## src/rtl/i2s_tx_if.sv

```systemverilog
// Sample-pair handshake between the audio source and the I2S transmitter.
interface i2s_tx_if #(
  parameter int WIDTH = 16
);
  logic [WIDTH-1:0] left;
  logic [WIDTH-1:0] right;
  logic             valid;
  logic             ready;

  modport master (output left, right, valid, input ready);
  modport slave  (input left, right, valid, output ready);
endinterface

```

## src/rtl/i2s_tx.sv

```systemverilog
// Stereo I2S / left-justified transmitter: one-deep holding register, clock
// generation from clk, MSB-first serialisation with underrun muting.
module i2s_tx #(
  parameter int WIDTH = 16,
  parameter int SLOT  = 16,
  parameter int DIV   = 1
) (
  input  logic    clk,
  input  logic    reset,
  i2s_tx_if.slave bus,
  input  logic    justify,
  output logic    mclk,
  output logic    sclk,
  output logic    lrclk,
  output logic    sdin,
  output logic    underrun
);
  localparam int PW = $clog2(2*SLOT);
  localparam int CW = (DIV > 1) ? $clog2(DIV) : 1;
  localparam logic [PW-1:0] LAST  = PW'(2*SLOT-1);
  localparam logic [PW-1:0] SLOTV = PW'(SLOT);
  localparam logic [CW-1:0] CMAX  = CW'(DIV-1);

  logic [CW-1:0]    cnt;
  logic [PW-1:0]    p;
  logic             mode;
  logic             hold_full;
  logic [WIDTH-1:0] hold_l, hold_r, frame_l, frame_r;

  logic             wrap, shift, load, accept, mode_n, ch, bit_n;
  logic [PW-1:0]    p_n, q, k;
  logic [WIDTH-1:0] word;

  always_comb begin
    wrap   = (cnt == CMAX);
    shift  = wrap && sclk;
    p_n    = (p == LAST) ? '0 : p + PW'(1);
    // the mode sampled at p=0 already governs the bit sent on that edge
    mode_n = (p_n == '0) ? justify : mode;
    if (mode_n)           q = p_n;
    else if (p_n == '0)   q = LAST;
    else                  q = p_n - PW'(1);
    ch     = (q >= SLOTV);
    k      = ch ? q - SLOTV : q;
    load   = shift && (q == '0);
    accept = bus.valid && bus.ready;
    // the load edge emits the first bit of the incoming frame (q=0 is left)
    if (load)    word = hold_full ? hold_l : '0;
    else if (ch) word = frame_r;
    else         word = frame_l;
    bit_n = 1'b0;
    for (int i = 0; i < WIDTH; i++)
      if (k == PW'(i)) bit_n = word[WIDTH-1-i];
  end

  always_ff @(posedge clk or posedge reset) begin
    if (reset) begin
      mclk      <= 1'b0;
      sclk      <= 1'b0;
      lrclk     <= 1'b0;
      sdin      <= 1'b0;
      underrun  <= 1'b0;
      bus.ready <= 1'b1;
      cnt       <= '0;
      p         <= LAST;
      mode      <= 1'b0;
      hold_full <= 1'b0;
      hold_l    <= '0;
      hold_r    <= '0;
      frame_l   <= '0;
      frame_r   <= '0;
    end else begin
      mclk     <= ~mclk;
      cnt      <= wrap ? '0 : cnt + CW'(1);
      underrun <= load && !hold_full;
      if (wrap) sclk <= ~sclk;
      if (shift) begin
        p     <= p_n;
        mode  <= mode_n;
        lrclk <= (p_n >= SLOTV);
        sdin  <= bit_n;
      end
      if (load) begin
        frame_l   <= hold_full ? hold_l : '0;
        frame_r   <= hold_full ? hold_r : '0;
        hold_full <= 1'b0;
      end
      // no bypass: a pair captured on an underrunning load waits a frame
      if (accept) begin
        hold_l    <= bus.left;
        hold_r    <= bus.right;
        hold_full <= 1'b1;
        bus.ready <= 1'b0;
      end else if (!hold_full) begin
        bus.ready <= 1'b1;
      end
    end
  end
endmodule

```

## src/flat_wrapper.sv

```systemverilog
// flat-port wrapper written by rule: the top's interface ports become plain ports
module i2s_tx_flat 
#(
  parameter int WIDTH = 16,
  parameter int SLOT  = 16,
  parameter int DIV   = 1
)
  (clk, reset, justify, mclk, sclk, lrclk, sdin, underrun, bus_left, bus_right, bus_valid, bus_ready);
  i2s_tx_if #(.WIDTH(WIDTH)) bus_i ();
  input  logic clk;
  input  logic reset;
  input  logic justify;
  output logic mclk;
  output logic sclk;
  output logic lrclk;
  output logic sdin;
  output logic underrun;
  input wire logic [$bits(bus_i.left)-1:0] bus_left;
  input wire logic [$bits(bus_i.right)-1:0] bus_right;
  input wire logic [$bits(bus_i.valid)-1:0] bus_valid;
  output wire logic [$bits(bus_i.ready)-1:0] bus_ready;
  assign bus_i.left = bus_left;
  assign bus_i.right = bus_right;
  assign bus_i.valid = bus_valid;
  assign bus_ready = bus_i.ready;
  i2s_tx #(.WIDTH(WIDTH), .SLOT(SLOT), .DIV(DIV)) u_core (.clk(clk), .reset(reset), .bus(bus_i), .justify(justify), .mclk(mclk), .sclk(sclk), .lrclk(lrclk), .sdin(sdin), .underrun(underrun));
endmodule
```

## config.mk

```make
export PLATFORM = sky130hd
export DESIGN_NAME = i2s_tx_flat
export DESIGN_NICKNAME = d
export VERILOG_FILES = /design/src/rtl/i2s_tx_if.sv /design/src/rtl/i2s_tx.sv /design/src/flat_wrapper.sv
export SDC_FILE = /design/constraint.sdc
export NUM_CORES = 1
export LEC_CHECK = 0
export ABC_AREA = 0
export BUFFER_PORTS_ARGS = -buffer_cell sky130_fd_sc_hd__buf_2
export CAP_MARGIN = 10
export CORE_MARGIN = 2
export CORE_UTILIZATION = 63
export DETAILED_ROUTE_END_ITERATION = 8
export PLACE_DENSITY = 0.93
export SETUP_SLACK_MARGIN = 0.3
export SLEW_MARGIN = 20
export SYNTH_ARGS = -nofsm -noshare
export SYNTH_HDL_FRONTEND = slang
export SYNTH_SLANG_ARGS = --single-unit
```

## constraint.sdc

```tcl
create_clock -name clk -period 10.6 [get_ports clk]
set_clock_uncertainty 0.15 [all_clocks]
set_input_delay 2.65 -clock clk [delete_from_list [all_inputs] [get_ports clk]]
set_output_delay 2.65 -clock clk [all_outputs]
set_load 0.01 [all_outputs]
```

==> results of run 1 <==
final cells by class:
class                           instances  area share, %
Multi-Input combinational cell        234           37.5
Clock buffer                            9           2.90
Timing Repair Buffer                   47           5.85
Clock inverter                          7           2.90
Sequential cell                        77           45.2
Tap cell                               75           2.19
Inverter                               39           3.42
power by group:
| group | switching, µW | internal [µW] | leakage (µW) |
|---|---|---|---|
| sequential | 49.3 | 381 | 0.000905 |
| clock | 113 | 158 | 0.000120 |
| combinational | 65.3 | 83.1 | 0.000934 |
| total | 228 | 621 | 0.00196 |
path summary, 6_finish.rpt:
kind / startpoint / slack [ns] / cells past startpoint / to
max: justify / 5.44 / 12 / u_core.sdin
min: u_core.mclk / 0.26 / 1 / u_core.mclk
max reg2reg: u_core.p[0] / 6.11 / 14 / u_core.sdin
min reg2reg: u_core.mclk / 0.26 / 1 / u_core.mclk
max in group asynchronous: reset / 7.26 / 3 / u_core.frame_r[7]
min in group asynchronous: reset / 2.41 / 3 / u_core.sclk
placed cells by master (no fill, tap or decap), drive strengths merged, types with 4 or more instances in the layout:
cell type	count
mux2	37
dfstp	6
o21ai	46
dfrtp	71
clkbuf	9
buf	47
a211oi	6
nand3	33
a21oi	10
nor2	15
nor3	6
nand2	15
or3	4
mux2i	4
a31oi	4
inv	39
metrics by stage:
step	util [%]	total power (µW)	instances	area (µm²)	worst slack, ns
finish	73.1	849	488	4280	5.44
global route	73.1	892	488	4280	5.17
CTS	73.1	852	488	4280	5.48
detailed placement	68.8	581	472	4030	5.13
global placement	68.8	565	472	4030	5.22
floorplan	-	530	374	3790	5.57
worst max-delay path: stages:
cell,delay [ns]
buf_2,0.11
and3b_1,0.23
a22o_1,0.19
a21oi_1,0.21
a21oi_1,0.15
or2_1,0.36
nor4_4,0.32
buf_4,0.34
a31oi_1,0.13
a211oi_1,0.27
a211oi_1,0.07
o31ai_1,0.24
sequential cells by signal, summed over array words and instances, names as in the netlist, 5 cells and up:
signal          count
u_core.hold_r      16
u_core.p            5
u_core.frame_r     16
u_core.hold_l      16
u_core.frame_l     16
layer usage:
metal	up-vias	GRT usage, %
met5	-	0
met1	1426	36.3
met3	18	6.15
met2	100	43.6
met4	0	10.8
li1	1380	-
cells by family after synthesis:
group | after synthesis | synth area share, %
AND/OR/NAND/NOR | 98 | 13.9
AO/OA/AOI/OAI | 91 | 15.2
flip-flops | 77 | 51.1
buffers and inverters | 63 | 6.64
multiplexers | 41 | 12.1
adder cells (fa/ha/maj) | 3 | 0.991
XOR/XNOR | 1 | 0.231
==> results by group, run 1 <==
Timing
  • Hold Slack: between 0.2 and 0.3 ns
  • Slew margin rel.: 38.0%
  • Worst Max-Slew Pin Slew: just over 0.9 ns
  • Period utilisation layout: roughly half
  • RSZ-0062 raised after global routing: false
  • Pins Over Slew Limit: 0
  • Fin crit period: around 5.2 ns
  • Fmax: 194 MHz
  • Final Hold Violating Endpoints: 0
  • Fin Setup TNS: 0 ns
  • Final Setup Violations: 0

Final layout
  • Area occupied by multi-input gates: between 0.0015 and 0.002 mm²
  • Number of fill cells: just over 400
  • Fin nets: about 450
  • Antenna cells: 0
  • P&R area growth vs syn: 12.8%
  • Proportion of layout cells with a drive suffix above 1: 27.8%
  • Sequential cell area: 0.00193 mm²

Route
  • Routed wire length: between 8000 and 9000 µm
  • Vias: 2,924
  • Routed wl met2: ~4200 µm
  • Wl on met1: between 3000 and 4000 µm
  • Detailed Routing Iterations Pass 1: 5
  • WL/cell: roughly 17 µm
  • DR iter-0 viols: about 170
  • Antenna Nets Post-Route: 0
  • Vias/cell: roughly 6
  • Top layer in use: met4
  • Residual DRC count: 0
  • Met3 routed WL: 422 µm

Worst setup path
  • Critical path required time: between 10 and 15 ns
  • Worst-path maximum fanout: 33
  • CP startpoint kind: input port
  • Crit Path Class: in2reg
  • Crit. End Element: register
  • Arr. time, crit path: 5.27 ns

Power and ir drop
  • Leak pwr: slightly below 0.002 µW
  • Maximum vdd drop: roughly 0.19 mV
  • Pwr Density: 199 mW/mm²

Synth
  • Synthesized Nets: ~410
  • Post-Syn Area: around 0.0038 mm²
  • Share of the synthesized area in the top cell type: roughly 47%
  • Number of synthesized register bits: slightly below 80
  • Synth unique cells: 53
  • Ys async rst share: 100%
  • Most common cell in the synthesized netlist: dfrtp_1
  • Synthesized area per cell: approximately 10 µm²
  • Synthesized instance count: around 370
  • Ys flop type: dfrtp_1
  • Synth area leader: dfrtp_1
  • Post-synth EDFFs: 0
  • Synth top area cells: dfrtp_1 (47%), mux2_2 (11%), o21ai_0 (5.8%)
  • Most common library cells after synthesis: dfrtp_1 (71), o21ai_0 (44), inv_1 (39)
  • YS warnings: 0
  • Sequential element share of the synthesized area: around half

GRT
  • Total Routing Usage GR: a little over a quarter
  • Largest net degree at the start of global routing: 78
  • GRT overflow: 0
  • First-pass GRT wire length: between 10,000 and 15,000 µm
  • Initial antenna violation count: 0
  • Vias in the first global route: ~2,800

Placed design
  • Final GP Congestion: around 0.88
  • Port buffer count: ~40
  • Hpwl dp: 5460 µm

Clock tree
  • TritonCTS clock tree: yes
  • CTS Hold Buffers Added: 0
  • Worst skew pair latency: about 0.35 ns
  • Clock Path Buffers: 2
  • Resized cells post-CTS: 0
  • CTS Buf Count: 9
  • CTS H-tree lvls: 3
  • CTS sink cnt: 77
  • # Post-CTS Setup Buffers: 0
  • Reg clk slew, reported paths: about 0.08 ns
  • CTS root buf: clkbuf_8

Job
  • Max_cap viols: 0

Die
  • Die width: 81.6 µm
  • Die height: 81.6 µm
  • Starting Density: 64.8%
  • Core area: between 0.005 and 0.006 mm²
  • Std-Cell Rows: 28
  • # IOs: 42
  • Area of the die: between 0.006 and 0.007 mm²

Status
  • Status: finished, final reports clean

Worst hold path
  • Hold Path Class: reg2reg
Power figures use the tool's default switching activity.
==> run 2, diff against run 1 <==
- CORE_UTILIZATION: 63 -> 53
- PLACE_DENSITY: 0.93 -> 0.84
- clock period: 10.6 -> 4.2 ns (I/O delays scaled with it)
==> run 2 against run 1 <==
Clock power grew 140%. Count of clock-buffer cells in the layout is the same. Via count grew 0.51%. First-iteration DRC count grew 120%. Final cell count grew 5.7%. Design area grew 3.4%. Register-to-register slack lost 5.6 ns. Combinational power grew 150%. Setup slack lost 5.0 ns. Critical path depth grew 1. Critical path type is now reg2reg.
==> results by group, run 2 (synthesis results as in run 1) <==
Status
  • Status: finished, final reports clean

Route
  • Residual DRC count: 0 (unchanged)
  • Antenna Nets Post-Route: 0 (unchanged)
  • Wl on met1: 3520 µm (+1.3%)
  • WL/cell: 15.6 µm (-7.7%)
  • Met3 routed WL: 365 µm (-14%)
  • Routed wl met2: 3840 µm (-7.7%)
  • Routed wire length: 8030 µm (-2.4%)
  • Top layer in use: met4
  • Vias: 2,939 (+0.51%)
  • Vias/cell: 5.70 (-4.9%)
  • Detailed Routing Iterations Pass 1: 4 (-1)
  • DR iter-0 viols: 373 (+120%)

Final layout
  • Sequential cell area: 0.00193 mm² (unchanged)
  • Commonest cells after routing, fill and taps aside: dfrtp_1 (71), o21ai_0 (44), buf_2 (41)
  • Design Area, Final: 0.00442 mm² (+3.4%)
  • P&R area growth vs syn: 16.6%
  • Area occupied by multi-input gates: 0.00164 mm² (+2.4%)
  • Fin nets: 455 (+1.8%)
  • Number of fill cells: 522 (+28%)
  • Antenna cells: 0 (unchanged)
  • Post-layout util: 64.3% (-8.7 points)
  • Proportion of layout cells with a drive suffix above 1: 31.7% (+3.8 points)
  • Commonest non-fill, non-tap cell in the layout: dfrtp_1

Timing
  • Fin worst setup slack: 0.471 ns (-4.96 ns)
  • Fin Setup TNS: 0 ns (unchanged)
  • RSZ-0062 raised after global routing: false
  • Worst Max-Slew Pin Slew: 0.952 ns (+0.0228 ns)
  • Final Setup Violations: 0 (unchanged)
  • Pins Over Slew Limit: 0 (unchanged)
  • Fin crit period: 3.73 ns
  • Hold Slack: 0.273 ns (+0.0109 ns)
  • Period utilisation layout: 88.8%
  • Final Hold Violating Endpoints: 0 (unchanged)
  • Fmax: ~270 MHz
  • Slew margin rel.: 36.5% (-1.5 points)

Worst hold path
  • Hold Path Sink: u_core.mclk
  • Hold Crit Depth: 1 (unchanged)
  • Hold Path Class: reg2reg
  • Hold Path Origin: u_core.mclk

Worst setup path
  • Reg2Reg Setup Slack: 0.47 ns (-5.64 ns)
  • Reg2Reg Launch Point: u_core.p[0]
  • Worst r2r dst: u_core.sdin
  • R2R depth: 13 (-1)
  • Arr. time, crit path: 3.81 ns (-1.46 ns)
  • Critical path required time: 4.28 ns (-6.43 ns)
  • Crit Path Class: reg2reg
  • Worst-path maximum fanout: 10 (-70%)
  • Crit. End Element: register
  • CP startpoint kind: register

Die
  • Starting Density: 55.2% (-9.6 points)
  • Die width: 88.6 µm (+8.6%)
  • # IOs: 42 (unchanged)
  • Die height: 88.6 µm (+8.6%)
  • Area of the die: 0.00784 mm² (+18%)
  • Std-Cell Rows: 30 (+7.1%)
  • Core area: 0.00687 mm² (+17%)

Clock tree
  • CTS root buf: clkbuf_8
  • Clock Path Buffers: 2 (unchanged)
  • TritonCTS clock tree: yes
  • CTS H-tree lvls: 3 (unchanged)
  • CTS sink cnt: 77 (unchanged)
  • CTS Buf Count: 9 (unchanged)
  • CTS Hold Buffers Added: 0 (unchanged)
  • Worst skew pair latency: 0.35 ns (about the same)
  • Reg clk slew, reported paths: 0.07 ns (about the same)

Power and ir drop
  • Clk pwr share: 31.3% (-0.6 points)
  • Combinational power share: 17.4% (about the same)
  • Internal power: 1560 µW (+150%)
  • Sw frac: 25.5% (-1.4 points)
  • Net Sw Power: 534 µW (+130%)
  • Pwr Density: 474 mW/mm² (+140%)
  • Maximum vdd drop: 0.365 mV (+95%)
  • Sequential share of power: 51.4% (+0.8 points)
  • Leak pwr: 0.00202 µW (+3.1%)

Placed design
  • Final GP Congestion: 0.919 (+4.4%)
  • Pre-CTS setup slack: 0.338 ns (-4.79 ns)
  • DP Area: 0.00409 mm² (+1.5%)
  • Hpwl dp: 5200 µm (-4.8%)
  • Port buffer count: 41 (unchanged)

GRT
  • Total Routing Usage GR: 21.6% (-5.6 points)
  • Largest net degree at the start of global routing: 78 (unchanged)
  • GRT overflow: 0 (unchanged)
  • Initial antenna violation count: 0 (unchanged)
  • Vias in the first global route: 2,740 (-0.44%)
  • First-pass GRT wire length: 12,800 µm (-4.2%)

Job
  • Max_cap viols: 0 (unchanged)
-- run 2: cell types whose count changed in the layout (fill, tap and decap cells not counted), sizes merged --
cell,change
clkinvlp,-1
buf,+7
clkbuf,+1
-- run 2: worst max path at each step --
stage	from	cells past startpoint	endpoint	slack [ns]
final	u_core.p[0]	13	u_core.sdin	0.47
after CTS	u_core.p[0]	13	u_core.sdin	0.33
after floorplan	u_core.p[0]	16	u_core.sdin	0.34
after global placement	u_core.p[0]	13	u_core.sdin	0.46
after detailed placement	u_core.p[0]	13	u_core.sdin	0.34
after global routing	u_core.p[0]	14	u_core.sdin	0.27
-- run 2: cell type report --
cell class / count / area share, %
Sequential cell: 77 / 43.8
Multi-Input combinational cell: 234 / 37.1
Timing Repair Buffer: 55 / 7.70
Inverter: 39 / 3.31
Clock buffer: 9 / 2.80
Tap cell: 96 / 2.72
Clock inverter: 6 / 2.55
-- run 2: layer usage --
layer  up-vias  track usage, %
met3        26            4.57
met5         -               0
met1      1432            29.0
met2        87            32.7
li1       1394               -
met4         0            12.8
-- run 2: repair_timing --
action,4_1_cts,5_1_grt
resized for setup,2,10
pin swaps,0,1
gates cloned,0,1
buffers inserted,0,4
setup endpoints to repair,1,4
-- run 2: critical path, cell delays in order (launching register included) --
cell,delay (ns)
dfstp_2,0.59
ha_1,0.18
and3_1,0.17
ha_2,0.24
nor2b_1,0.06
mux2_2,0.33
o21ai_1,0.14
o2111a_2,0.33
nand3b_1,0.28
or4_4,0.19
a211oi_1,0.06
or4_1,0.56
a211oi_2,0.24
o31ai_1,0.09
-- run 2: metrics by stage --
step | std cells | total power [µW]
6_report | 516 | 2100
5_1_grt | 516 | 2200
4_1_cts | 511 | 2110
3_5_place_dp | 496 | 1450
3_3_place_gp | 496 | 1420
2_1_floorplan | 374 | 1340
-- run 2: power by group through the flow --
stage	registers, µW	clock network (µW)	logic, µW
after global placement	1080	0	345
after global routing	1100	695	406
after CTS	1070	666	365
after detailed placement	1090	0	362
final	1080	655	364
after floorplan	1050	0	289
==> run 3, diff against run 2 <==
- CTS_CLUSTER_DIAMETER: not set -> 100
- SKIP_CTS_REPAIR_TIMING: not set -> 1
- clock period: 4.2 -> 3.35 ns (I/O delays scaled with it)
==> run 3 against run 2 <==
The flow now finishes with violations (negative setup slack). Core utilization rose by 14 points. Via count grew 15%. Non-clock buffer count increased by 47. Combinational power rose by 49%. Sequential power rose by 30%. Count of clock-buffer cells in the layout increased by 2. Sequential cell count unchanged. Setup slack lost 0.78 ns. Highest routed layer unchanged.
==> results by group, run 3 (synthesis results as in run 1) <==
Timing
  • Period utilisation layout: 109% (+20 points)
  • Worst Max-Slew Pin Slew: 0.631 ns (-0.322 ns)
  • Final Setup Violations: 26 (+26)
  • RSZ-0062 raised after global routing: true
  • Final Hold Violating Endpoints: 0 (unchanged)
  • Slew margin rel.: 56.9% (+20 points)
  • Fmax: 273 MHz (+1.9%)
  • Pins Over Slew Limit: 0 (unchanged)
  • Fin crit period: 3.66 ns (-0.0696 ns)
  • Fin worst setup slack: -0.309 ns (-0.780 ns)

GRT
  • Total Routing Usage GR: 24.0% (+2.4 points)
  • Vias in the first global route: 2,934 (+7.1%)
  • Initial antenna violation count: 0 (unchanged)
  • Largest net degree at the start of global routing: 35 (-55%)
  • GRT overflow: 0 (unchanged)
  • First-pass GRT wire length: 14,200 µm (+11%)

Power and ir drop
  • Internal power: 1890 µW (+21%)
  • Maximum vdd drop: 0.462 mV (+27%)
  • Pwr Density: 499 mW/mm² (+5.3%)
  • Combinational power share: 20.1% (+2.7 points)
  • Sequential share of power: 52.0% (+0.6 points)
  • Clk pwr share: 27.8% (-3.5 points)
  • Net Sw Power: 803 µW (+51%)
  • Sw frac: 29.8% (+4.4 points)
  • Leak pwr: 0.00237 µW (+18%)

Placed design
  • Final GP Congestion: 0.948 (+3.1%)
  • Pre-CTS setup slack: -0.213 ns (-0.551 ns)
  • Hpwl dp: 6040 µm (+16%)
  • Placed insts: 521 (+5.0%)
  • Port buffer count: 41 (unchanged)

Clock tree
  • TritonCTS clock tree: yes
  • Reg clk slew, reported paths: 0.08 ns (about the same)
  • CTS Buf Count: 9 (unchanged)
  • CTS sink cnt: 77 (unchanged)
  • CTS H-tree lvls: 3 (unchanged)
  • Clock Path Buffers: 2 (unchanged)
  • CTS root buf: clkbuf_8
  • Worst skew pair latency: 0.36 ns (about the same)

Route
  • Antenna Nets Post-Route: 0 (unchanged)
  • DR iter-0 viols: 337 (-9.7%)
  • Residual DRC count: 0 (unchanged)
  • Vias: 3,366 (+15%)
  • Detailed Routing Iterations Pass 1: 5 (+1)
  • WL/cell: 19.2 µm (+24%)
  • Vias/cell: 5.97 (+4.8%)
  • Routed wire length: 10,800 µm (+35%)

Die
  • Std-Cell Rows: 30 (unchanged)
  • Core area: 0.00687 mm² (unchanged)
  • Die width: 88.6 µm (unchanged)
  • Die height: 88.6 µm (unchanged)
  • Area of the die: 0.00784 mm² (unchanged)
  • Starting Density: 55.2% (unchanged)
  • # IOs: 42 (unchanged)

Worst setup path
  • Arr. time, crit path: 3.77 ns (-0.04 ns)
  • Crit. End Element: register
  • Cell Chain, Critical Path: ha_4 > and3_4 > ha_4 > and3b_1 > o21ai_2 > a31oi_4 > a211oi_4 > buf_6 > buf_6 > o21ai_0 > a2111oi_0 > or4_4 > a211oi_2 > o31ai_1
  • Critical path required time: 3.46 ns (-0.82 ns)
  • CP startpoint kind: register
  • Worst-path maximum fanout: 11 (+1)
  • Max stage delay cell, worst path: a2111oi_0
  • Critical Path Max Stage Delay: 0.60 ns (about the same)
  • R2R depth: 14 (+1)
  • Crit Path Class: reg2reg

Final layout
  • Commonest non-fill, non-tap cell in the layout: dfrtp_1
  • Post-Layout Cell Count: 564 (+9.3%)
  • Post-layout util: 78.6% (+14 points)
  • Fin nets: 502 (+10%)
  • Antenna cells: 0 (unchanged)
  • P&R area growth vs syn: 42.4%
  • Commonest cells after routing, fill and taps aside: dfrtp_1 (71), buf_2 (41), inv_1 (38)
  • Proportion of layout cells with a drive suffix above 1: 53.8% (+22 points)

Worst hold path
  • Hold Path Class: reg2reg
  • Hold Crit Depth: 1 (unchanged)

Job
  • Max_cap viols: 0 (unchanged)

Status
  • Failing checks: negative setup slack
  • Status: finished, violations left
## run 3: changes by cell type in the layout (fill, tap and decap cells not counted), sizes merged
cell,previous run,this run
inv,39,40
clkinv,3,2
bufinv,3,1
buf,54,94
clkinvlp,0,1
clkbuf,10,19
## run 3: metal layers
metal | vias up | wire, µm | track usage (%)
met3 | 50 | 606 | 3.92
met5 | - | 0 | 0
met4 | 0 | 441 | 11.6
met2 | 151 | 5540 | 37.4
met1 | 1677 | 4260 | 32.9
li1 | 1488 | - | -
## run 3: power groups by stage
stage	Clock, µW	Sequential (µW)	Combinational (µW)
floorplan	0	1350	376
global placement	0	1390	456
detailed placement	0	1400	482
CTS	740	1380	485
global route	792	1430	595
finish	750	1400	543
## run 3: worst paths after layout
check,from,endpoint,slack [ns]
setup / recovery,u_core.p[0],u_core.sdin,-0.31
hold / removal,u_core.mclk,u_core.mclk,0.26
setup reg to reg,u_core.p[0],u_core.sdin,-0.31
hold reg to reg,u_core.mclk,u_core.mclk,0.26
max in group asynchronous,reset,u_core.p[1],1.86
min in group asynchronous,reset,u_core.frame_l[0],0.38
## run 3: cell type report
cell class	count	area, µm²
clock buffers	11	151
inverters	39	146
fillers	401	1470
well taps	96	120
flip-flops and latches	77	1930
clock inverters	5	56.3
repair buffers	102	913
multi-input cells	234	2070
## run 3: worst max-delay path, delay by kind of cell (launching register included)
family                     cells  cell delay, ns
buffers and inverters          2            0.29
adders and majority gates      2            0.36
and+or+nand+nor                3            0.61
AOI/OAI and AO/OA              7            1.58
DFF                            1            0.57
## run 3: metrics by stage
step	power [µW]	hold slack [ns]	instance area (µm²)	setup TNS, ns
6_report	2690	0.260	5400	-1.55
5_1_grt	2810	0.279	5400	-3.51
4_1_cts	2610	0.265	4700	-1.74
3_5_place_dp	1880	0.254	4500	-0.860
3_3_place_gp	1840	0.254	4500	-0.0942
2_1_floorplan	1720	0.310	4060	-2.30
